--- config.mk ---
export PLATFORM = sky130hd
export DESIGN_NAME = instr_mem_fetch
export DESIGN_NICKNAME = d
export VERILOG_FILES = /design/src/rtl/instr_mem_fetch.sv
export SDC_FILE = /design/constraint.sdc
export NUM_CORES = 2
export LEC_CHECK = 0
export ABC_AREA = 0
export ABC_CLOCK_PERIOD_IN_PS = 7320
export BUFFER_PORTS_ARGS = -buffer_cell sky130_fd_sc_hd__buf_2
export CAP_MARGIN = 20
export CORE_MARGIN = 4
export CORE_UTILIZATION = 55
export CTS_CLUSTER_SIZE = 16
export DETAILED_ROUTE_END_ITERATION = 8
export PLACE_DENSITY_LB_ADDON = 0.2
export SLEW_MARGIN = 20
export SYNTH_ARGS = -nofsm -noshare
export SYNTH_HDL_FRONTEND = slang
export SYNTH_SLANG_ARGS = --single-unit
--- constraint.sdc ---
create_clock -name clk -period 7.32 [get_ports clk]
set_clock_uncertainty 0.2 [all_clocks]
set_input_delay 1.098 -clock clk [delete_from_list [all_inputs] [get_ports clk]]
set_output_delay 1.098 -clock clk [all_outputs]
set_load 0.005 [all_outputs]
--- src/rtl/instr_mem_fetch.sv ---
// Clocked instruction memory: registered one-cycle fetch port, program-load port and
// post-reset NOP clear. Define IMEM_PRELOAD_EN to start directly in RUN and skip the clear.
module instr_mem_fetch #(
  parameter int                DATA_W   = 32,
  parameter int                DEPTH    = 64,
  parameter int                ADDR_W   = 8,
  parameter logic [DATA_W-1:0] NOP_WORD = 32'h00000013
`ifdef IMEM_PRELOAD_EN
  ,
  parameter string             INIT_FILE = "imem.hex"
`endif
) (
  input  logic                     clk,
  input  logic                     rst_n,
  input  logic                     f_req,
  input  logic [ADDR_W-1:0]        f_addr,
  input  logic                     f_stall,
  output logic                     f_ready,
  output logic                     f_valid,
  output logic [DATA_W-1:0]        f_data,
  output logic                     f_err,
  input  logic                     p_we,
  input  logic [$clog2(DEPTH)-1:0] p_addr,
  input  logic [DATA_W-1:0]        p_data,
  output logic                     init_done
);

  localparam int AW = $clog2(DEPTH);

  logic [DATA_W-1:0] mem [DEPTH];

  logic              run;
  logic              run_n;
  logic              mem_we;
  logic [AW-1:0]     mem_wa;
  logic [DATA_W-1:0] mem_wd;

`ifdef IMEM_PRELOAD_EN
  initial begin
    for (int i = 0; i < DEPTH; i++) mem[i] = NOP_WORD;
  end

  assign run    = 1'b1;
  assign run_n  = 1'b1;
  assign mem_we = p_we;
  assign mem_wa = p_addr;
  assign mem_wd = p_data;
`else
  typedef enum logic {INIT, RUN} state_t;

  state_t        state, state_n;
  logic [AW-1:0] cnt, cnt_n;

  always_ff @(posedge clk or negedge rst_n) begin
    if (!rst_n) begin
      state <= INIT;
      cnt   <= '0;
    end else begin
      state <= state_n;
      cnt   <= cnt_n;
    end
  end

  // INIT owns the write port; program-load writes are only honoured in RUN.
  always_comb begin
    state_n = state;
    cnt_n   = cnt;
    mem_we  = 1'b0;
    mem_wa  = p_addr;
    mem_wd  = p_data;
    case (state)
      INIT: begin
        mem_we = 1'b1;
        mem_wa = cnt;
        mem_wd = NOP_WORD;
        cnt_n  = cnt + 1'b1;
        if (cnt == AW'(DEPTH - 1)) state_n = RUN;
      end
      RUN:     mem_we = p_we;
      default: state_n = INIT;
    endcase
  end

  assign run   = (state == RUN);
  assign run_n = (state_n == RUN);
`endif

  always_ff @(posedge clk) begin
    if (mem_we) mem[mem_wa] <= mem_wd;
  end

  // Handshake: a fetch is taken on a rising edge where f_req && f_ready; the result
  // appears with f_valid the next cycle and is held while f_valid && f_stall.
  logic [ADDR_W-3:0] idx;
  logic              bad_addr;
  logic              accept;

  assign idx      = f_addr[ADDR_W-1:2];
  assign bad_addr = (f_addr[1:0] != 2'b00) || (32'(idx) >= 32'(DEPTH));
  assign f_ready  = run && !p_we && !(f_valid && f_stall);
  assign accept   = f_req && f_ready;

  always_ff @(posedge clk or negedge rst_n) begin
    if (!rst_n) begin
      f_valid   <= 1'b0;
      f_data    <= '0;
      f_err     <= 1'b0;
      init_done <= 1'b0;
    end else begin
      init_done <= run_n;
      if (accept) begin
        f_valid <= 1'b1;
        if (bad_addr) begin
          f_data <= NOP_WORD;
          f_err  <= 1'b1;
        end else begin
          f_data <= mem[idx[AW-1:0]];
          f_err  <= 1'b0;
        end
      end else if (!(f_valid && f_stall)) begin
        f_valid <= 1'b0;
      end
    end
  end

endmodule
==> flow_summary.json <==
{
  "max_stage_delay_ns": 0.73,
  "synth_seq_cells": 2089,
  "dieArea_sq_um": 152000,
  "clk_path_buf_depth": 3,
  "cts_resized": 0,
  "wl_um": 208000,
  "tightest_slew_ns": 1.14,
  "cap_viol_max_count": 0,
  "ctsHoldBuffers": 0,
  "path_clk_slew_ns": 0.06,
  "reg2reg_slack_ns": 3.33,
  "antenna_found_initial": 2,
  "cp.arrival_ns": 4.43,
  "worstPathCellList": "buf_4, nor2b_1, buf_4, nand3_2, a221o_1, a2111oi_2, nor3_1",
  "grt_use_total_pct": 27.7,
  "synth_cells": 3582,
  "holdCritPathClass": "input pin to asynchronous set/reset pin",
  "power.density_nw_per_um2": 260,
  "root_buffer": "clkbuf_16",
  "path_common_cell": "buf_4",
  "synth_fp_nets": 3634,
  "ys.warnings.count": 0,
  "synthArstFlopShare_pct": 1.96,
  "ant_nets": 0,
  "yosysSeqAreaShare_pct": 77.8,
  "cp-start-kind": "register",
  "gp_congestion": 0.796,
  "cts_tree": "yes",
  "min_period_over_period_pct": 54.6,
  "synth-edff-count": 2048,
  "cts_max_level": 4,
  "yosys.area.top_type": "edfxtp_1",
  "num_rows": 139,
  "synth_area_sq_um": 80300,
  "peakVddDrop_mv": 0.219,
  "setup_tns_ns": 0,
  "yosysTopAreaCellShare_pct": 76.6,
  "worstReg2RegEnd": "f_data[28]$_DFFE_PN0P_",
  "grt_pass1_vias": 39400,
  "endpoint_kind": "register",
  "final_cell_area_sq_um": 89900,
  "postCtsSetupBuffers": 0,
  "period_minus_slack_ns": 3.99,
  "reg2reg_depth": 7,
  "status": "finished, final reports clean",
  "crit_fanout": 60,
  "cts.sinks": 2089,
  "drv_slew": 0,
  "chipHeight_um": 390,
  "cts_buffers": 199,
  "fp.dieW_um": 390,
  "setup_viol_count_final": 0,
  "grt_pass1_wl_um": 296000,
  "synthTopCellsByArea": "edfxtp_1 (77%), mux4_2 (14%), dfrtp_1 (1.3%)",
  "dpl.hpwl_um": 110000,
  "vias_per_cell": 6.77,
  "avgSynthCellArea_sq_um": 22.4,
  "insertion_delay_ns": 0.81,
  "grt_overflow_total": 0,
  "drc": 0,
  "placedInstanceArea_sq_um": 83700,
  "drt_iter0_drc": 5184,
  "grt_max_degree": 96,
  "core-area_sq_um": 144000,
  "post-place-ws_ns": 2.73,
  "drt-wirelength-per-cell_um": 35.5,
  "hold_slack_ns": 0.297,
  "grt_setup_unrepaired": "false",
  "area_growth_pct": 11.9,
  "layout-drive-gt1-share_pct": 28.4,
  "final_hold_viol_count": 0,
  "crit_slowest_cell": "nand3_2",
  "portBuffers": 86,
  "cp.required_ns": 7.76,
  "detailroute.via_count": 39700,
  "endpoint": "f_data[28]$_DFFE_PN0P_",
  "final_cell_mix": "edfxtp_1 (2048), mux4_2 (506), clkbuf_16 (202)",
  "max_freq_ghz": 0.250,
  "dr.pass1.iters": 6,
  "yosysUniqueCellTypes": 63,
  "synth_ff_type": "edfxtp_1",
  "pin_count": 87,
  "fillers": 9837,
  "p_leak_nw": 23.3,
  "mostFrequentLayoutCell": "edfxtp_1",
  "fin_nets": 3851,
  "startpoint": "init_done$_DFF_PN0_",
  "reg2reg_from": "init_done$_DFF_PN0_",
  "start_util_pct": 55.6,
  "layout_setup_ws_ns": 3.33,
  "max_slew_margin_pct": 24.0,
  "critPathKind": "register to register"
}
-- worst max-delay path, delay by kind of cell, from the launching register on --
family	cells	cell delay (ns)
compound gates	2	1.31
buf+inv	2	0.86
flops	1	0.34
simple gates	3	1.08
-- Yosys cell counts (all sizes together) (6+ instances only) --
library cell and count:
dfrtp 41, a211oi 32, a211o 14, a22o 13
a2111oi 15, nor2b 33, mux2 29, inv 13
a22oi 82, clkbuf 58, nor3 18, o211ai 10
a31oi 6, and2 37, a221oi 8, o21ai 24
nand2b 18, nor3b 8, edfxtp 2048, buf 136
nand3 11, mux4 506, o22a 8, a221o 9
o221ai 8, nand2 105, o22ai 38, mux2i 76
nor2 111, a21oi 9
-- layout make-up --
| type | count | area, sq um | share of cell area (%) |
|---|---|---|---|
| diodes | 1 | 2.50 | 0.00278 |
| clock buffers | 266 | 5300 | 5.89 |
| clock inverters | 97 | 877 | 0.976 |
| inverters | 13 | 48.8 | 0.0543 |
| multi-input cells | 1286 | 17200 | 19.2 |
| flip-flops and latches | 2089 | 62500 | 69.5 |
| well taps | 1903 | 2380 | 2.65 |
| repair buffers | 210 | 1540 | 1.71 |
-- how the worst min path moves through the flow --
| stage | startpoint | to | slack, ns | depth (start not counted) |
|---|---|---|---|---|
| after global routing | rst_n | cnt[0]$_DFFE_PN0N_ | 0.29 | 2 |
| after floorplan | cnt[0]$_DFFE_PN0N_ | cnt[0]$_DFFE_PN0N_ | 0.26 | 1 |
| after global placement | cnt[0]$_DFFE_PN0N_ | cnt[0]$_DFFE_PN0N_ | 0.28 | 1 |
| after detailed placement | cnt[0]$_DFFE_PN0N_ | cnt[0]$_DFFE_PN0N_ | 0.29 | 1 |
| after CTS | rst_n | cnt[0]$_DFFE_PN0N_ | 0.24 | 2 |
| final | rst_n | cnt[0]$_DFFE_PN0N_ | 0.30 | 2 |
-- cells by family after synthesis --
kind of cell,synth area share (%)
AOI/OAI and AO/OA,2.95
xor gates and xnor gates,0.0545
adders and majority gates,0.0156
buffers and inverters,1.49
DFF,77.8
muxes,15.5
and+or+nand+nor,2.11
-- per-stage QoR --
stage | instances | utilization, % | total power [W]
5_1_grt | 5864 | 62.3 | 0.0241
6_report | 5865 | 62.3 | 0.0234
3_3_place_gp | 5496 | 57.9 | 0.0137
2_1_floorplan | 3582 | - | 0.0136
4_1_cts | 5864 | 62.3 | 0.0235
3_5_place_dp | 5501 | 58.0 | 0.0137
-- per-layer routing --
layer,routed length (um),part of all wire (%),track usage [%],up-vias
met5,0,0,0,-
met4,6150,3.0,7.87,0
met3,22900,11,6.16,334
met2,98700,47,42.7,2373
met1,80500,39,40.6,21300
li1,-,-,-,15700
-- power by group --
part | internal (W) | total [W] | leakage, nW | switching [W]
combinational | 0.000198 | 0.000552 | 5.47 | 0.000354
sequential | 0.0129 | 0.0129 | 14.8 | 0
clock | 0.00559 | 0.00989 | 3.02 | 0.00430
total | 0.0187 | 0.0234 | 23.3 | 0.00465
-- registers in the layout, indices dropped and copies added (netlist names) --
name	cells
f_err	1
f_data	32
mem	2048
init_done	1
cnt	6
f_valid	1
Note: power is estimated with default switching activity, not from simulation.
